**config.mk**
```make
export PLATFORM = sky130hd
export DESIGN_NAME = ghost_swarm_unit_flat
export DESIGN_NICKNAME = d
export VERILOG_FILES = /design/src/rtl/ghost_swarm_if.sv /design/src/rtl/ghost_swarm_unit.sv /design/src/flat_wrapper.sv
export SDC_FILE = /design/constraint.sdc
export NUM_CORES = 1
export LEC_CHECK = 0
export ABC_AREA = 1
export CORE_ASPECT_RATIO = 0.6
export CORE_MARGIN = 4
export CORE_UTILIZATION = 60
export DETAILED_ROUTE_END_ITERATION = 10
export DONT_BUFFER_PORTS = 1
export PLACE_DENSITY = 0.76
export SLEW_MARGIN = 20
export SYNTH_ARGS = -nofsm -noshare
export SYNTH_HDL_FRONTEND = slang
export SYNTH_SLANG_ARGS = --single-unit
```
**constraint.sdc**
```tcl
create_clock -name clk -period 4.5 [get_ports clk]
set_input_delay 0.9 -clock clk [delete_from_list [all_inputs] [get_ports clk]]
set_output_delay 0.9 -clock clk [all_outputs]
set_load 0.01 [all_outputs]
```
**src/rtl/ghost_swarm_if.sv**
```systemverilog
// Bus between the pixel counter / collision logic and the ghost swarm.
// Handshake: there is no valid/ready. startOfFrame is a one-cycle strobe,
// collision is a per-ghost one-cycle pulse, and the pixel coordinates are a
// free-running stream sampled every clock. Each pixel result appears on the
// outputs exactly one clock after its pxl_x/pxl_y.
interface ghost_swarm_if #(
    parameter int N_GHOSTS = 4
);
    logic                      startOfFrame;
    logic                      freeze;
    logic [N_GHOSTS-1:0]       collision;
    logic [10:0]               pxl_x;
    logic [10:0]               pxl_y;
    logic [11:0]               wheel;

    logic                      Draw;
    logic [2:0]                ghost_idx;
    logic [9:0]                local_x;
    logic [8:0]                local_y;
    logic [9:0]                theta;
    logic [3:0]                Red;
    logic [3:0]                Green;
    logic [3:0]                Blue;
    // Two bits of life-cycle state per ghost, ghost i at [2*i +: 2].
    logic [2*N_GHOSTS-1:0]     ghost_state;

    modport master (
        output startOfFrame, freeze, collision, pxl_x, pxl_y, wheel,
        input  Draw, ghost_idx, local_x, local_y, theta, Red, Green, Blue, ghost_state
    );

    modport slave (
        input  startOfFrame, freeze, collision, pxl_x, pxl_y, wheel,
        output Draw, ghost_idx, local_x, local_y, theta, Red, Green, Blue, ghost_state
    );
endinterface

```
**src/rtl/ghost_swarm_unit.sv**
```systemverilog
// Multi-ghost sprite engine. Each ghost bounces around the playfield and runs
// an ALIVE/HIT/DEAD/RESPAWN life cycle driven by collision pulses. The pixel
// path picks the lowest-index ghost covering the current pixel and registers
// its index, sprite-local coordinates and colour. theta is a frame-stable
// rotation angle derived from the wheel input.
module ghost_swarm_unit #(
    parameter int          N_GHOSTS     = 4,
    parameter int          W            = 64,
    parameter int          H            = 64,
    parameter int          X_MIN        = 0,
    parameter int          X_MAX        = 639,
    parameter int          Y_MIN        = 0,
    parameter int          Y_MAX        = 479,
    parameter int          SPEED_X      = 2,
    parameter int          SPEED_Y      = 1,
    parameter int          SPAWN_X0     = 32,
    parameter int          SPAWN_STEP   = 128,
    parameter int          FLASH_FRAMES = 16,
    parameter int          DEAD_FRAMES  = 60,
    parameter int          WHEEL_MUL    = 34,
    parameter logic [11:0] COLOR        = 12'hF0F
) (
    input  logic          clk,
    input  logic          resetN,
    ghost_swarm_if.slave  bus
);

    typedef enum logic [1:0] {
        ST_ALIVE   = 2'd0,
        ST_HIT     = 2'd1,
        ST_DEAD    = 2'd2,
        ST_RESPAWN = 2'd3
    } life_t;

    // Positions live in 12-bit signed space so a step past X_MIN/Y_MIN shows
    // up as a negative number instead of wrapping.
    localparam logic signed [11:0] X_LO    = 12'(X_MIN);
    localparam logic signed [11:0] X_HI    = 12'(X_MAX - W + 1);
    localparam logic signed [11:0] Y_LO    = 12'(Y_MIN);
    localparam logic signed [11:0] Y_HI    = 12'(Y_MAX - H + 1);
    localparam logic signed [11:0] SPD_X   = 12'(SPEED_X);
    localparam logic signed [11:0] SPD_Y   = 12'(SPEED_Y);
    localparam logic signed [11:0] W_S     = 12'(W);
    localparam logic signed [11:0] H_S     = 12'(H);
    localparam logic signed [11:0] SPAWN_Y = 12'(Y_MIN + 16);
    localparam logic [7:0]         FLASH_LAST = 8'(FLASH_FRAMES - 1);
    localparam logic [7:0]         DEAD_LAST  = 8'(DEAD_FRAMES - 1);

    logic                 frame_tick;
    logic signed [11:0]   px;
    logic signed [11:0]   py;

    logic [N_GHOSTS-1:0]  hit;
    logic [9:0]           lx_w  [N_GHOSTS];
    logic [8:0]           ly_w  [N_GHOSTS];
    logic [11:0]          rgb_w [N_GHOSTS];
    logic [2*N_GHOSTS-1:0] state_dbg;

    assign frame_tick = bus.startOfFrame & ~bus.freeze;
    assign px = signed'({1'b0, bus.pxl_x});
    assign py = signed'({1'b0, bus.pxl_y});

    for (genvar g = 0; g < N_GHOSTS; g++) begin : g_ghost
        localparam logic signed [11:0] SPAWN_X = 12'(SPAWN_X0 + g * SPAWN_STEP);
        localparam bit                 VX_NEG0 = (g % 2) != 0;

        life_t              st;
        logic signed [11:0] x;
        logic signed [11:0] y;
        logic               vx_neg;
        logic               vy_neg;
        logic [7:0]         cnt;
        logic signed [11:0] nx;
        logic signed [11:0] ny;

        assign nx = vx_neg ? (x - SPD_X) : (x + SPD_X);
        assign ny = vy_neg ? (y - SPD_Y) : (y + SPD_Y);

        // Life cycle, frame counter and bouncing motion of this ghost.
        always_ff @(posedge clk or negedge resetN) begin
            if (!resetN) begin
                st     <= ST_ALIVE;
                x      <= SPAWN_X;
                y      <= SPAWN_Y;
                vx_neg <= VX_NEG0;
                vy_neg <= 1'b0;
                cnt    <= '0;
            end else begin
                case (st)
                    ST_ALIVE: begin
                        // A collision wins over the frame's move.
                        if (bus.collision[g]) begin
                            st  <= ST_HIT;
                            cnt <= '0;
                        end else if (frame_tick) begin
                            if (nx < X_LO) begin
                                x      <= X_LO;
                                vx_neg <= 1'b0;
                            end else if (nx > X_HI) begin
                                x      <= X_HI;
                                vx_neg <= 1'b1;
                            end else begin
                                x <= nx;
                            end
                            if (ny < Y_LO) begin
                                y      <= Y_LO;
                                vy_neg <= 1'b0;
                            end else if (ny > Y_HI) begin
                                y      <= Y_HI;
                                vy_neg <= 1'b1;
                            end else begin
                                y <= ny;
                            end
                        end
                    end
                    ST_HIT: begin
                        if (frame_tick) begin
                            if (cnt == FLASH_LAST) begin
                                st  <= ST_DEAD;
                                cnt <= '0;
                            end else begin
                                cnt <= cnt + 8'd1;
                            end
                        end
                    end
                    ST_DEAD: begin
                        if (frame_tick) begin
                            if (cnt == DEAD_LAST) begin
                                st  <= ST_RESPAWN;
                                cnt <= '0;
                            end else begin
                                cnt <= cnt + 8'd1;
                            end
                        end
                    end
                    default: begin
                        st     <= ST_ALIVE;
                        x      <= SPAWN_X;
                        y      <= SPAWN_Y;
                        vx_neg <= VX_NEG0;
                        vy_neg <= 1'b0;
                        cnt    <= '0;
                    end
                endcase
            end
        end

        assign hit[g] = ((st == ST_ALIVE) || (st == ST_HIT)) &&
                        (px >= x) && (px < x + W_S) &&
                        (py >= y) && (py < y + H_S);
        assign lx_w[g]  = 10'(px - x);
        assign ly_w[g]  = 9'(py - y);
        // Bit 2 of the HIT counter toggles every four frames: the flash.
        assign rgb_w[g] = ((st == ST_HIT) && cnt[2]) ? 12'hFFF : COLOR;
        assign state_dbg[2*g +: 2] = st;
    end

    logic        win;
    logic [2:0]  win_idx;
    logic [9:0]  win_lx;
    logic [8:0]  win_ly;
    logic [11:0] win_rgb;

    // Priority select: scanning downward lets the lowest hitting index win.
    always_comb begin
        win     = 1'b0;
        win_idx = '0;
        win_lx  = '0;
        win_ly  = '0;
        win_rgb = '0;
        for (int i = N_GHOSTS - 1; i >= 0; i--) begin
            if (hit[i]) begin
                win     = 1'b1;
                win_idx = 3'(i);
                win_lx  = lx_w[i];
                win_ly  = ly_w[i];
                win_rgb = rgb_w[i];
            end
        end
    end

    logic        draw_q;
    logic [2:0]  idx_q;
    logic [9:0]  lx_q;
    logic [8:0]  ly_q;
    logic [11:0] rgb_q;
    logic [9:0]  theta_q;

    // Registered pixel outputs; everything is zero when no ghost covers the pixel.
    always_ff @(posedge clk or negedge resetN) begin
        if (!resetN) begin
            draw_q <= 1'b0;
            idx_q  <= '0;
            lx_q   <= '0;
            ly_q   <= '0;
            rgb_q  <= '0;
        end else begin
            draw_q <= win;
            idx_q  <= win_idx;
            lx_q   <= win_lx;
            ly_q   <= win_ly;
            rgb_q  <= win_rgb;
        end
    end

    // Rotation angle, sampled once per frame so it stays stable while drawing.
    always_ff @(posedge clk or negedge resetN) begin
        if (!resetN) begin
            theta_q <= '0;
        end else if (bus.startOfFrame) begin
            theta_q <= 10'(({6'b0, bus.wheel} * 18'(WHEEL_MUL)) >> 7);
        end
    end

    assign bus.Draw        = draw_q;
    assign bus.ghost_idx   = idx_q;
    assign bus.local_x     = lx_q;
    assign bus.local_y     = ly_q;
    assign bus.Red         = rgb_q[11:8];
    assign bus.Green       = rgb_q[7:4];
    assign bus.Blue        = rgb_q[3:0];
    assign bus.theta       = theta_q;
    assign bus.ghost_state = state_dbg;

endmodule

```
**src/flat_wrapper.sv**
```systemverilog
// flat-port wrapper written by rule: the top's interface ports become plain ports
module ghost_swarm_unit_flat 
#(
    parameter int          N_GHOSTS     = 4,
    parameter int          W            = 64,
    parameter int          H            = 64,
    parameter int          X_MIN        = 0,
    parameter int          X_MAX        = 639,
    parameter int          Y_MIN        = 0,
    parameter int          Y_MAX        = 479,
    parameter int          SPEED_X      = 2,
    parameter int          SPEED_Y      = 1,
    parameter int          SPAWN_X0     = 32,
    parameter int          SPAWN_STEP   = 128,
    parameter int          FLASH_FRAMES = 16,
    parameter int          DEAD_FRAMES  = 60,
    parameter int          WHEEL_MUL    = 34,
    parameter logic [11:0] COLOR        = 12'hF0F
)
  (clk, resetN, bus_startOfFrame, bus_freeze, bus_collision, bus_pxl_x, bus_pxl_y, bus_wheel, bus_Draw, bus_ghost_idx, bus_local_x, bus_local_y, bus_theta, bus_Red, bus_Green, bus_Blue, bus_ghost_state);
  ghost_swarm_if #(.N_GHOSTS(N_GHOSTS)) bus_i ();
  input  logic clk;
  input  logic resetN;
  input wire logic [$bits(bus_i.startOfFrame)-1:0] bus_startOfFrame;
  input wire logic [$bits(bus_i.freeze)-1:0] bus_freeze;
  input wire logic [$bits(bus_i.collision)-1:0] bus_collision;
  input wire logic [$bits(bus_i.pxl_x)-1:0] bus_pxl_x;
  input wire logic [$bits(bus_i.pxl_y)-1:0] bus_pxl_y;
  input wire logic [$bits(bus_i.wheel)-1:0] bus_wheel;
  output wire logic [$bits(bus_i.Draw)-1:0] bus_Draw;
  output wire logic [$bits(bus_i.ghost_idx)-1:0] bus_ghost_idx;
  output wire logic [$bits(bus_i.local_x)-1:0] bus_local_x;
  output wire logic [$bits(bus_i.local_y)-1:0] bus_local_y;
  output wire logic [$bits(bus_i.theta)-1:0] bus_theta;
  output wire logic [$bits(bus_i.Red)-1:0] bus_Red;
  output wire logic [$bits(bus_i.Green)-1:0] bus_Green;
  output wire logic [$bits(bus_i.Blue)-1:0] bus_Blue;
  output wire logic [$bits(bus_i.ghost_state)-1:0] bus_ghost_state;
  assign bus_i.startOfFrame = bus_startOfFrame;
  assign bus_i.freeze = bus_freeze;
  assign bus_i.collision = bus_collision;
  assign bus_i.pxl_x = bus_pxl_x;
  assign bus_i.pxl_y = bus_pxl_y;
  assign bus_i.wheel = bus_wheel;
  assign bus_Draw = bus_i.Draw;
  assign bus_ghost_idx = bus_i.ghost_idx;
  assign bus_local_x = bus_i.local_x;
  assign bus_local_y = bus_i.local_y;
  assign bus_theta = bus_i.theta;
  assign bus_Red = bus_i.Red;
  assign bus_Green = bus_i.Green;
  assign bus_Blue = bus_i.Blue;
  assign bus_ghost_state = bus_i.ghost_state;
  ghost_swarm_unit #(.N_GHOSTS(N_GHOSTS), .W(W), .H(H), .X_MIN(X_MIN), .X_MAX(X_MAX), .Y_MIN(Y_MIN), .Y_MAX(Y_MAX), .SPEED_X(SPEED_X), .SPEED_Y(SPEED_Y), .SPAWN_X0(SPAWN_X0), .SPAWN_STEP(SPAWN_STEP), .FLASH_FRAMES(FLASH_FRAMES), .DEAD_FRAMES(DEAD_FRAMES), .WHEEL_MUL(WHEEL_MUL), .COLOR(COLOR)) u_core (.clk(clk), .resetN(resetN), .bus(bus_i));
endmodule
```
; Word-level counts from Yosys, hierarchy flattened
; Index checks and enable logic that the tools add are counted.
; Widths: inputs -> output; s select.
[totals]
output_inout_bits = 53
regBits = 188
in_bits = 42
word_cells = 369
[op_classes]
eq_ne = 52
magnitude_cmp = 32
n_mux = 160
n_reduce_logical = 52
add_sub_neg = 36
mul = 1
bitwise_logic = 6
[op_table]
columns = cell, n
row1 = $mux 12, 44
row2 = $mux 8, 24
row3 = $pmux 12 s2, 8
row4 = $add 12x8->12 const B, 8
row5 = $ge 12x12->1, 8
row6 = $lt 12x1->1 const B, 8
row7 = $lt 12x12->1, 8
row8 = $pmux 8 s3, 4
row9 = $add 12x2->12 const B, 4
row10 = $add 12x3->12 const B, 4
row11 = $gt 12x10->1 const B, 4
row12 = $gt 12x11->1 const B, 4
row13 = $mux 2, 24
row14 = $sub 12x2->12 const B, 4
row15 = $sub 12x3->12 const B, 4
row16 = $mux 10, 4
row17 = $ne 2x1->1 const B, 20
row18 = $sub 10x10->10, 4
row19 = $mux 1, 36
row20 = $mux 9, 4
row21 = $sub 9x9->9, 4
row22 = $add 8x1->8 const B, 4
row23 = $eq 8x4->1 const B, 4
row24 = $eq 8x6->1 const B, 4
row25 = 16 further kinds, 95

; Logic depth before layout (Yosys ltp)
[logic_depth]
word_depth = 10
depth_mapped = 21
mapped_depth_nobuf = 21

; Least setup slack after synthesis
; Ideal clock, no wire load.
[synth_timing]
path_type = input to register
startpoint = in bus_pxl_y[0]
endpoint = reg u_core.ly_q[3] (netlist: u_core.bus.local_y[3])
cell_stages = 12
setup_slack_ns = 1.704
arrival_ns = 2.680
required_ns = 4.384
path_buffers = 1
setup_time_ns = 0.116
path_cell_list = inv_1 ha_1 fa_1 o21ai_1 nand3_1 nand4_1 nand3_4 buf_6 o21ai_1 inv_1 nand2_1 nand2_1
[synth_between]
elab_chain_len = 7
elab_cells_between_ends = 24
classes_between = 4 x add/sub / 8 x order compare / 4 x mux / 8 x reduce/logical
[synth_lines]
columns = item, line_no
row1 = "start, declared", flat_wrapper.sv:28  ; input wire logic [$bits(bus_i.pxl_y)-1:0] bus_pxl_y;
row2 = $ge 12x12->1, ghost_swarm_unit.sv:150  ; (py >= y) && (py < y + H_S);
row3 = $logic_and 1x1->1, ghost_swarm_unit.sv:149  ; (px >= x) && (px < x + W_S) &&
row4 = $logic_and 1x1->1, ghost_swarm_unit.sv:150
row5 = $mux 9 (3 in series), ghost_swarm_unit.sv:172  ; if (hit[i]) begin
row6 = $mux 9 (*), ghost_swarm_unit.sv:172
row7 = net u_core.win_ly[3], ghost_swarm_unit.sv:161  ; logic [8:0] win_ly;
row8 = "end signal, assigned", ghost_swarm_unit.sv:201  ; ly_q <= win_ly;
row9 = "end, declared", ghost_swarm_unit.sv:185  ; logic [8:0] ly_q;
; Mark *: on every way through the listed nets, which the timed path passes. The rest lies on a longest branch.
; A chain may end at the register's enable or synchronous reset.

; Worst setup path in the final report
[layout_timing]
startpoint = in bus_pxl_y[0]
endpoint = reg u_core.lx_q[5] (netlist: u_core.bus.local_x[5])
[layout_between]
elab_chain_len = 7
elab_cells_between_ends = 20
classes_between = 8 x order compare / 4 x mux / 8 x reduce/logical
[layout_lines]
columns = item, line_no
row1 = $ge 12x12->1, ghost_swarm_unit.sv:150
row2 = $logic_and 1x1->1, ghost_swarm_unit.sv:149
row3 = $logic_and 1x1->1, ghost_swarm_unit.sv:150
row4 = $mux 10 (3 in series), ghost_swarm_unit.sv:172
row5 = $mux 10 (*), ghost_swarm_unit.sv:172
row6 = net u_core.win_lx[5], ghost_swarm_unit.sv:160  ; logic [9:0] win_lx;
row7 = "end signal, assigned", ghost_swarm_unit.sv:200  ; lx_q <= win_lx;
row8 = "end, declared", ghost_swarm_unit.sv:184  ; logic [9:0] lx_q;
; Marked as above.

==> metrics.yaml <==
outcome: "finished, final reports clean"
fp.dieH_microns: 140
hold_buffers: 0
setup_ws_ns: 1.33
cts_sinks: 165
max_freq_ghz: 0.315
grt_pass1_wl_mm: 78.4
dpl.hpwl_mm: 38.3
rows: 48
ys_types: 52
setup_viol: 0
slew_violations: 0
worst_setup_path_end_kind: "flop"
rr_endpoint: "u_core.bus.local_x[5]"
synth_seq_cells: 165
yosys_warnings: 0
relSlewSlack_pct: 46.7
cts_buffers: 17
finalHoldViolations: 0
worstHoldPathType: "in2async"
crit_type: "in2reg"
coreArea_sq_um: 28700
syn_area_sq_um: 17500
r2r-start: "u_core.g_ghost[2].x[8]"
cts_root_buffer: "clkbuf_16"
reg2reg_setup_slack_ns: 1.36
grt_max_degree: 166
totalPowerFinal_mw: 12.5
ys.flop_type: "dfrtp_1"
fp.dieW_microns: 228
power_per_cell_area_nw_per_um2: 681
cp.required_ns: 4.90
gp_congestion: 0.968
vias: 16300
clk_path_buf_depth: 2
grt_antenna_before_repair: 1
ys_seq_area_share_pct: 23.7
drt-total-wl_mm: 48.1
cp_max_fo: 22
post_cts_buffers: 0
port_buffers: 0
num-fill-cells: 2545
wl_per_cell_microns: 16.9
initial_utilization_pct: 60.9
cp-start-kind: "input pin"
ff2ff_path_depth: 16
drt_iter0_drc: 1787
setup_tns_ns: 0
io_pins: 95
globalRoute.totalOverflow: 0
rsz0062_at_grt: "false"
routed_via_density: 5.73
dieArea_sq_um: 32000
layout.nets: 2764
layout-drive-gt1-share_pct: 4.40
pre_cts_slack_ns: 0.959
drc_errors: 0
post_synth.cell_area_avg_sq_um: 7.08
synth-edff-count: 0
syn_inst: 2469
path_clk_slew_ns: 0.07
dr.pass1.iters: 6
cts.htree.levels: 4
placedCellCount: 2819
min_period_ns: 3.17
cp.arrival_ns: 3.57
stdcell_count: 2852
async_reset_ff_share_pct: 100
clk_latency_ns: 0.47
grt.total_usage_pct: 30.2
fin_crit_sh_pct: 70.5
cts_tree: "yes"
ctsResizeCount: 0
ir_worst_vdd_uv: 464
detail-route-antenna-nets: 0
area_growth_pct: 5.25
leakage_nw: 9.48
maxCapViolCount: 0
worstMarginPinSlew_ns: 0.801
grt_pass1_vias: 15000
worst_clock_skew_ns: 0.0137
## sequential cells by signal, indices dropped and copies added (netlist names)
signal	count
u_core.bus.Draw	1
u_core.bus.local_y	9
u_core.g_ghost.vy_neg	4
u_core.bus.ghost_idx	2
u_core.rgb_q	1
u_core.bus.theta	10
u_core.g_ghost.cnt	32
u_core.g_ghost.st	8
u_core.g_ghost.y	44
u_core.g_ghost.x	40
u_core.bus.local_x	10
u_core.g_ghost.vx_neg	4
## stage by stage
step | util (%) | hold slack, ns | area, sq um
after floorplan | - | 0.475 | 17500
after global placement | 62.0 | 0.513 | 17800
after detailed placement | 62.0 | 0.517 | 17800
after CTS | 64.1 | 0.124 | 18400
after global routing | 64.1 | 0.110 | 18400
final | 64.1 | 0.137 | 18400
## power by group
part | internal [mW] | leakage [nW] | total (mW) | switching [mW]
clock network | 0.848 | 0.287 | 1.55 | 0.705
registers | 1.95 | 2.18 | 2.64 | 0.698
logic | 2.97 | 7.02 | 8.34 | 5.37
total | 5.76 | 9.48 | 12.5 | 6.77
## worst max-delay path, stage by stage
cell     delay (ns)
inv_1          0.11
ha_1           0.28
fa_1           0.42
o21ai_1        0.39
nand3_1        0.13
nand4_1        0.14
nand3_2        0.40
inv_2          0.40
nand2_1        0.12
nand3_1        0.10
nand3_1        0.08
nand2_1        0.09
## cells in the mapped netlist, types with 3 or more instances
| library cell | instances | share of area (%) |
|---|---|---|
| nand2_1 | 600 | 13 |
| inv_1 | 345 | 7.4 |
| ha_1 | 242 | 17 |
| nor2_1 | 173 | 3.7 |
| a21oi_1 | 166 | 4.8 |
| nand3_1 | 155 | 4.4 |
| dfrtp_1 | 151 | 22 |
| o21ai_0 | 122 | 3.5 |
| xor2_1 | 77 | 3.9 |
| xnor2_1 | 61 | 3.1 |
| nand4_1 | 51 | 1.8 |
| nor3_1 | 24 | 0.69 |
| o21ai_1 | 24 | 0.69 |
| nand3b_1 | 23 | 0.99 |
| a21o_1 | 18 | 0.77 |
| fa_1 | 17 | 1.9 |
| o21bai_1 | 17 | 0.73 |
| a21boi_0 | 14 | 0.60 |
| a31oi_1 | 14 | 0.50 |
| dfstp_2 | 14 | 2.1 |
| buf_4 | 12 | 0.52 |
| clkbuf_1 | 11 | 0.24 |
| nor2_2 | 11 | 0.39 |
| o22ai_1 | 11 | 0.39 |
| or2_0 | 10 | 0.36 |
| and3_1 | 9 | 0.32 |
| inv_2 | 8 | 0.17 |
| o211ai_1 | 8 | 0.34 |
| or2_2 | 8 | 0.29 |
| buf_2 | 6 | 0.17 |
| nor2_4 | 6 | 0.39 |
| o21a_1 | 6 | 0.26 |
| a211oi_1 | 5 | 0.21 |
| a22oi_1 | 5 | 0.21 |
| nand3_2 | 5 | 0.29 |
| nor3_2 | 5 | 0.29 |
| buf_6 | 4 | 0.26 |
| nand2_2 | 4 | 0.14 |
| nor4_1 | 4 | 0.14 |
| o31ai_1 | 4 | 0.17 |
| o21ai_2 | 3 | 0.15 |
## layer usage
| metal | share of wire [%] | track usage, % | vias to the layer above | routed length (microns) |
|---|---|---|---|---|
| li1 | - | - | 8145 | - |
| met1 | 50 | 46.9 | 7523 | 23900 |
| met2 | 40 | 42.3 | 599 | 19200 |
| met3 | 8.0 | 6.02 | 73 | 3840 |
| met4 | 2.4 | 8.50 | 0 | 1130 |
| met5 | 0 | 0 | - | 0 |
## cell usage in the layout, fill, tap and decap left out, types with 11 or more instances in the layout
cell,instances
o21ai_0,122
ha_1,242
nand3_1,155
o21bai_1,17
o22ai_1,11
a21oi_1,166
xor2_1,77
a21o_1,18
a31oi_1,14
nor3_1,24
inv_1,345
nand3b_1,23
o21ai_1,24
nor2_2,11
clkbuf_16,17
nand2_1,600
nor2_1,173
xnor2_1,61
fa_1,17
dfstp_2,14
nand4_1,51
a21boi_0,14
dfrtp_1,151
## worst max path at each step
stage          cells after the start               endpoint              startpoint  slack, ns
2_1_floorplan                     12  u_core.bus.local_y[3]            bus_pxl_y[0]       1.70
6_report                          12  u_core.bus.local_x[5]            bus_pxl_y[0]       1.33
5_1_grt                           12  u_core.bus.local_x[6]            bus_pxl_y[0]       1.07
4_1_cts                           16  u_core.bus.local_x[5]  u_core.g_ghost[2].x[8]       1.42
3_5_place_dp                      12  u_core.bus.local_y[5]            bus_pxl_y[0]       0.96
3_3_place_gp                      14  u_core.bus.local_x[8]            bus_pxl_y[0]       1.11
## final cells by class
type                       count  area [sq um]  area share (%)
clock buffer                  18           439            2.39
tap                          375           469            2.55
timing repair buffer           5          37.5           0.204
antenna                        1          2.50          0.0136
sequential                   165          4150            22.5
multi-input combinational   1921         11800            64.2
inverter                     353          1330            7.20
clock inverter                14           164           0.891
## cells by family (layout without fill, tap and decap cells)
kind of cell | count (synthesis) | in the layout | synth area share [%]
and+or+nand+nor | 1092 | 1092 | 27.4
AOI/OAI and AO/OA | 425 | 425 | 13.7
adders and majority gates | 259 | 259 | 19.3
xor gates and xnor gates | 140 | 140 | 7.10
DFF | 165 | 165 | 23.7
buffers and inverters | 386 | 390 | 8.76
other | 2 | 6 | 0.0430
Power figures use the tool's default switching activity.
